### config.mk
export PLATFORM = sky130hd
export DESIGN_NAME = alarm_seq
export DESIGN_NICKNAME = d
export VERILOG_FILES = /design/src/rtl/alarm_seq.sv
export SDC_FILE = /design/constraint.sdc
export NUM_CORES = 1
export LEC_CHECK = 0
export ABC_AREA = 0
export BUFFER_PORTS_ARGS = -buffer_cell sky130_fd_sc_hd__buf_2
export CORE_MARGIN = 8
export CORE_UTILIZATION = 50
export DETAILED_ROUTE_END_ITERATION = 10
export PLACE_DENSITY = 0.85
export RECOVER_POWER = 100
export SLEW_MARGIN = 5
export SYNTH_ARGS = -nofsm -noshare
export SYNTH_HDL_FRONTEND = slang
export SYNTH_SLANG_ARGS = --single-unit
### constraint.sdc
create_clock -name clk -period 1.98 [get_ports clk]
set_input_delay 0.396 -clock clk [delete_from_list [all_inputs] [get_ports clk]]
set_output_delay 0.396 -clock clk [all_outputs]
set_load 0.03 [all_outputs]
### src/rtl/alarm_seq.sv
// alarm_seq: alarm-clock sequencer (IDLE -> RING -> SNOOZE/HOLD -> IDLE).
// Counts whole seconds from i_sec_tick to time the ring and snooze windows.
// Build option: define ALARM_SNOOZE_EN to enable the snooze path. Without it,
// the snooze button behaves as a stop button and o_snooze_cnt stays 0.
module alarm_seq #(
  parameter int P_RING_SEC   = 60,
  parameter int P_SNOOZE_SEC = 300,
  parameter int P_MAX_SNOOZE = 3
) (
  input  logic       clk,
  input  logic       rst,
  input  logic       i_alarm_en,
  input  logic       i_match,
  input  logic       i_sec_tick,
  input  logic       i_sw_stop,
  input  logic       i_sw_snooze,
  output logic       o_buzz_en,
  output logic [1:0] o_state,
  output logic [1:0] o_snooze_cnt,
  output logic       o_done
);

  typedef enum logic [1:0] {
    IDLE   = 2'd0,
    RING   = 2'd1,
    SNOOZE = 2'd2,
    HOLD   = 2'd3
  } state_t;

`ifdef ALARM_SNOOZE_EN
  localparam logic SNOOZE_EN = 1'b1;
`else
  localparam logic SNOOZE_EN = 1'b0;
`endif

  // Last second index of each timed window; the tick that arrives while the
  // counter sits on this value ends the window.
  localparam logic [8:0] RING_LAST   = 9'(P_RING_SEC - 1);
  localparam logic [8:0] SNOOZE_LAST = 9'(P_SNOOZE_SEC - 1);
  localparam logic [1:0] MAX_SNOOZE  = 2'(P_MAX_SNOOZE);

  state_t     state;
  logic [8:0] sec_cnt;

  // The state register is itself the encoded state output.
  assign o_state = state;

  // Single sequencer: state, second counter and all registered outputs.
  always_ff @(posedge clk or posedge rst) begin
    if (rst) begin
      state        <= IDLE;
      sec_cnt      <= '0;
      o_buzz_en    <= 1'b0;
      o_snooze_cnt <= 2'd0;
      o_done       <= 1'b0;
    end else begin
      o_done <= 1'b0;
      if (!i_alarm_en) begin
        // Disarming silently abandons the event from any state.
        state        <= IDLE;
        sec_cnt      <= '0;
        o_buzz_en    <= 1'b0;
        o_snooze_cnt <= 2'd0;
      end else begin
        case (state)
          IDLE: begin
            if (i_match) begin
              state     <= RING;
              sec_cnt   <= '0;
              o_buzz_en <= 1'b1;
            end
          end

          RING: begin
            if (i_sw_stop || i_sw_snooze) begin
              sec_cnt   <= '0;
              o_buzz_en <= 1'b0;
              // Stop wins over snooze; an exhausted or disabled snooze
              // dismisses the alarm instead.
              if (!i_sw_stop && SNOOZE_EN && (o_snooze_cnt < MAX_SNOOZE)) begin
                state        <= SNOOZE;
                o_snooze_cnt <= o_snooze_cnt + 2'd1;
              end else begin
                state  <= HOLD;
                o_done <= 1'b1;
              end
            end else if (i_sec_tick) begin
              if (sec_cnt == RING_LAST) begin
                state     <= HOLD;
                sec_cnt   <= '0;
                o_buzz_en <= 1'b0;
                o_done    <= 1'b1;
              end else begin
                sec_cnt <= sec_cnt + 9'd1;
              end
            end
          end

          SNOOZE: begin
            // The snooze button is deliberately ignored while snoozing.
            if (i_sw_stop) begin
              state   <= HOLD;
              sec_cnt <= '0;
              o_done  <= 1'b1;
            end else if (i_sec_tick) begin
              if (sec_cnt == SNOOZE_LAST) begin
                state     <= RING;
                sec_cnt   <= '0;
                o_buzz_en <= 1'b1;
              end else begin
                sec_cnt <= sec_cnt + 9'd1;
              end
            end
          end

          HOLD: begin
            // Wait out the matching second so the alarm cannot re-trigger.
            if (!i_match) begin
              state        <= IDLE;
              sec_cnt      <= '0;
              o_snooze_cnt <= 2'd0;
            end
          end

          default: begin
            state     <= IDLE;
            sec_cnt   <= '0;
            o_buzz_en <= 1'b0;
          end
        endcase
      end
    end
  end

endmodule

==> metrics.csv <==
stage,metric,value,unit
synth,ys_ff_latch,13,
grt,grt_pass1_vias,786,
cts,hold_buffers,0,
floorplanning,dieWidth,59.3,um
finish,final_core_util,0.643,
cts,cts_tree,yes,
finish,areaGrowthSynthToFinish,19.6,%
detailed_routing,firstDrtPassIters,4,
synth,synthArstFlopShare,1.00,
placement,dpl.hpwl,1.55,mm
cts,path_clk_slew,0.07,ns
timing,finalSetupViolCount,0,
finish,drive_above_1_share,0.347,
finish,final_cell_mix,"dfrtp_1, nand2_1, nor2_1",
synth,synth.top_cell.area_share,0.347,
placement,dpl_worst_slack,0.00285,ns
detailed_routing,wl_per_cell,14.5,um
detailed_routing,num_vias,851,
detailed_routing,avgViaCountPerCell,5.83,
timing,min_period,1.90,ns
detailed_routing,wl,2.11,mm
setup_path,slowest_delay,0.54,ns
timing,hold_viol,0,
cts,cts_root_buffer,clkbuf_4,
cts,htree_levels,1,
placement,placed_cell_area,1060,um2
floorplanning,fp.dieArea,3520,um2
synth,synthFlopType,dfrtp_1,
setup_path,path_cells,"or4_4, nor3_4, a2bb2oi_4, nor2_4, a221o_1",
timing,slew_headroom,0.667,
timing,worstMarginPinSlew,0.500,ns
synth,synth_top_area_cell,dfrtp_1,
finish,num_antenna_cells,0,
floorplanning,initial_utilization,0.538,
setup_path,reg2reg_from,sec_cnt[2]$_DFFE_PP0P_,
synth,avgSynthCellArea,9.29,um2
setup_path,startpoint,sec_cnt[2]$_DFFE_PP0P_,
grt,grt_start_max_net_pins,14,
placement,io_buffer_count,10,
floorplanning,die_h,59.3,um
cts,clock-sinks,13,
synth,synth.yosys.warnings,0,
detailed_routing,drt_iter0_drc,28,
setup_path,worst_setup_path_start_kind,flip-flop,
finish,fin_nets,134,
timing,rsz0062_at_grt,yes,
synth,synth_cells,101,
power,powerDensity,891,nW/um2
setup_path,criticalPathCategory,flip-flop to flip-flop,
synth,netlist_area,938,um2
hold_path,hold_class,input pin to asynchronous set/reset pin,
synth,synth_cell_types,39,
outcome,outcome,"complete, no violations",
timing,finClkSkew,0.00146,ns
timing,fin_crit_sh,0.961,
setup_path,worstPathArrival,2.07,ns
floorplanning,core,1750,um2
detailed_routing,drc,0,
setup_path,end_kind,flip-flop,
synth,yosys-top-cells-area,"dfrtp_1, ha_1, a22o_2",
synth,synth.yosys.seq_area_share,0.347,
detailed_routing,postRouteAntennaNets,0,
placement,place_congestion,0.957,
setup_path,cp_slowest_cell,or4_4,
grt,antenna_found_initial,0,
power,ir_drop,718,uV
timing,whs,0.127,ns
grt,track_usage,0.126,
cts,clockBufferDepth,2,
finish,stdcell_area,1120,um2
timing,worst_slack,0.0777,ns
cts,cts-buffers-inserted,3,
finish,layout.cells.most_common,dfrtp_1,
cts,clock_latency,0.28,ns
synth,synth-edff-count,0,
floorplanning,boundaryPins,13,
timing,slew_violations,0,
setup_path,required,2.14,ns
job,maxCapViolCount,0,
timing,fmax,526,MHz
timing,setup-tns-final,0,ns
setup_path,critical_path.max_fanout,9,
grt,overflow,0,
floorplanning,rows,15,
power,p_leak,0.508,nW
grt,grt_pass1_wl,3.42,mm
cts,cts_setup_buffers,0,
==> worst max-delay path: cells and delay by family, from the launching register on <==
family / cells / cell delay, ns
AND/OR/NAND/NOR: 3 / 0.78
AO/OA/AOI/OAI: 2 / 0.62
flip-flops: 1 / 0.39
==> report_power, final <==
part	switching (mW)	internal, mW	total (mW)
combinational	0.297	0.210	0.507
sequential	0.0303	0.302	0.333
clock	0.0821	0.0784	0.160
==> path summary, 6_finish.rpt <==
kind	to	slack [ns]	cells past startpoint
setup / recovery	sec_cnt[4]$_DFFE_PP0P_	0.08	5
hold / removal	o_done$_DFF_PP0_	0.13	2
setup reg to reg	sec_cnt[4]$_DFFE_PP0P_	0.08	5
hold reg to reg	o_buzz_en$_DFFE_PP0P_	0.54	1
max in group asynchronous	o_state[0]$_DFFE_PP0P_	1.49	2
min in group clk	o_done$_DFF_PP0_	0.41	3
==> per-stage QoR <==
step                      instances  total power, mW
after detailed placement        141            0.802
after global placement          141            0.781
after floorplan                 102            0.669
after CTS                       145            0.972
after global routing            146             1.08
final                           146             1.00
==> logic make-up after synthesis <==
kind of cell	Yosys count	share of synthesized area
and+or+nand+nor	42	0.255
AOI/OAI and AO/OA	29	0.251
DFF	13	0.347
buffers and inverters	8	0.0440
adders and majority gates	5	0.0667
muxes	3	0.0333
other	1	0.00400
==> what timing repair did <==
item                       4_1_cts  5_1_grt
setup endpoints to repair        6       12
resized for setup                1       10
cloned                           0        1
pin swaps                        1        3
==> flip-flops by register name, summed over array words and instances (netlist names) <==
| signal | cells |
|---|---|
| o_done | 1 |
| o_buzz_en | 1 |
| sec_cnt | 9 |
| o_state | 2 |
==> synth_stat cells, drive strengths merged, types with 2 or more instances <==
master and number:
buf 3, a21oi 2, nor2 10, nand2 10
a22o 7, ha 5, nor3 4, nand3 3
or4 2, inv 5, a221o 3, dfrtp 13
nor2b 3, mux2i 2, o21ai 8, nand2b 2
==> area by class of cell <==
type / instances / area, um2
fillers: 147 / 623
clock buffers: 4 / 26.3
well taps: 25 / 31.3
inverters: 5 / 18.8
repair buffers: 17 / 98.8
multi-input cells: 82 / 619
flip-flops and latches: 13 / 328
==> layer usage <==
metal | part of all wire | vias up | GRT usage
met3 | 0.069 | 10 | 0.0477
li1 | - | 408 | -
met4 | 0.031 | 0 | 0.0410
met5 | 0 | - | 0
met2 | 0.48 | 33 | 0.202
met1 | 0.42 | 400 | 0.149
Note: power is estimated with default switching activity, not from simulation.
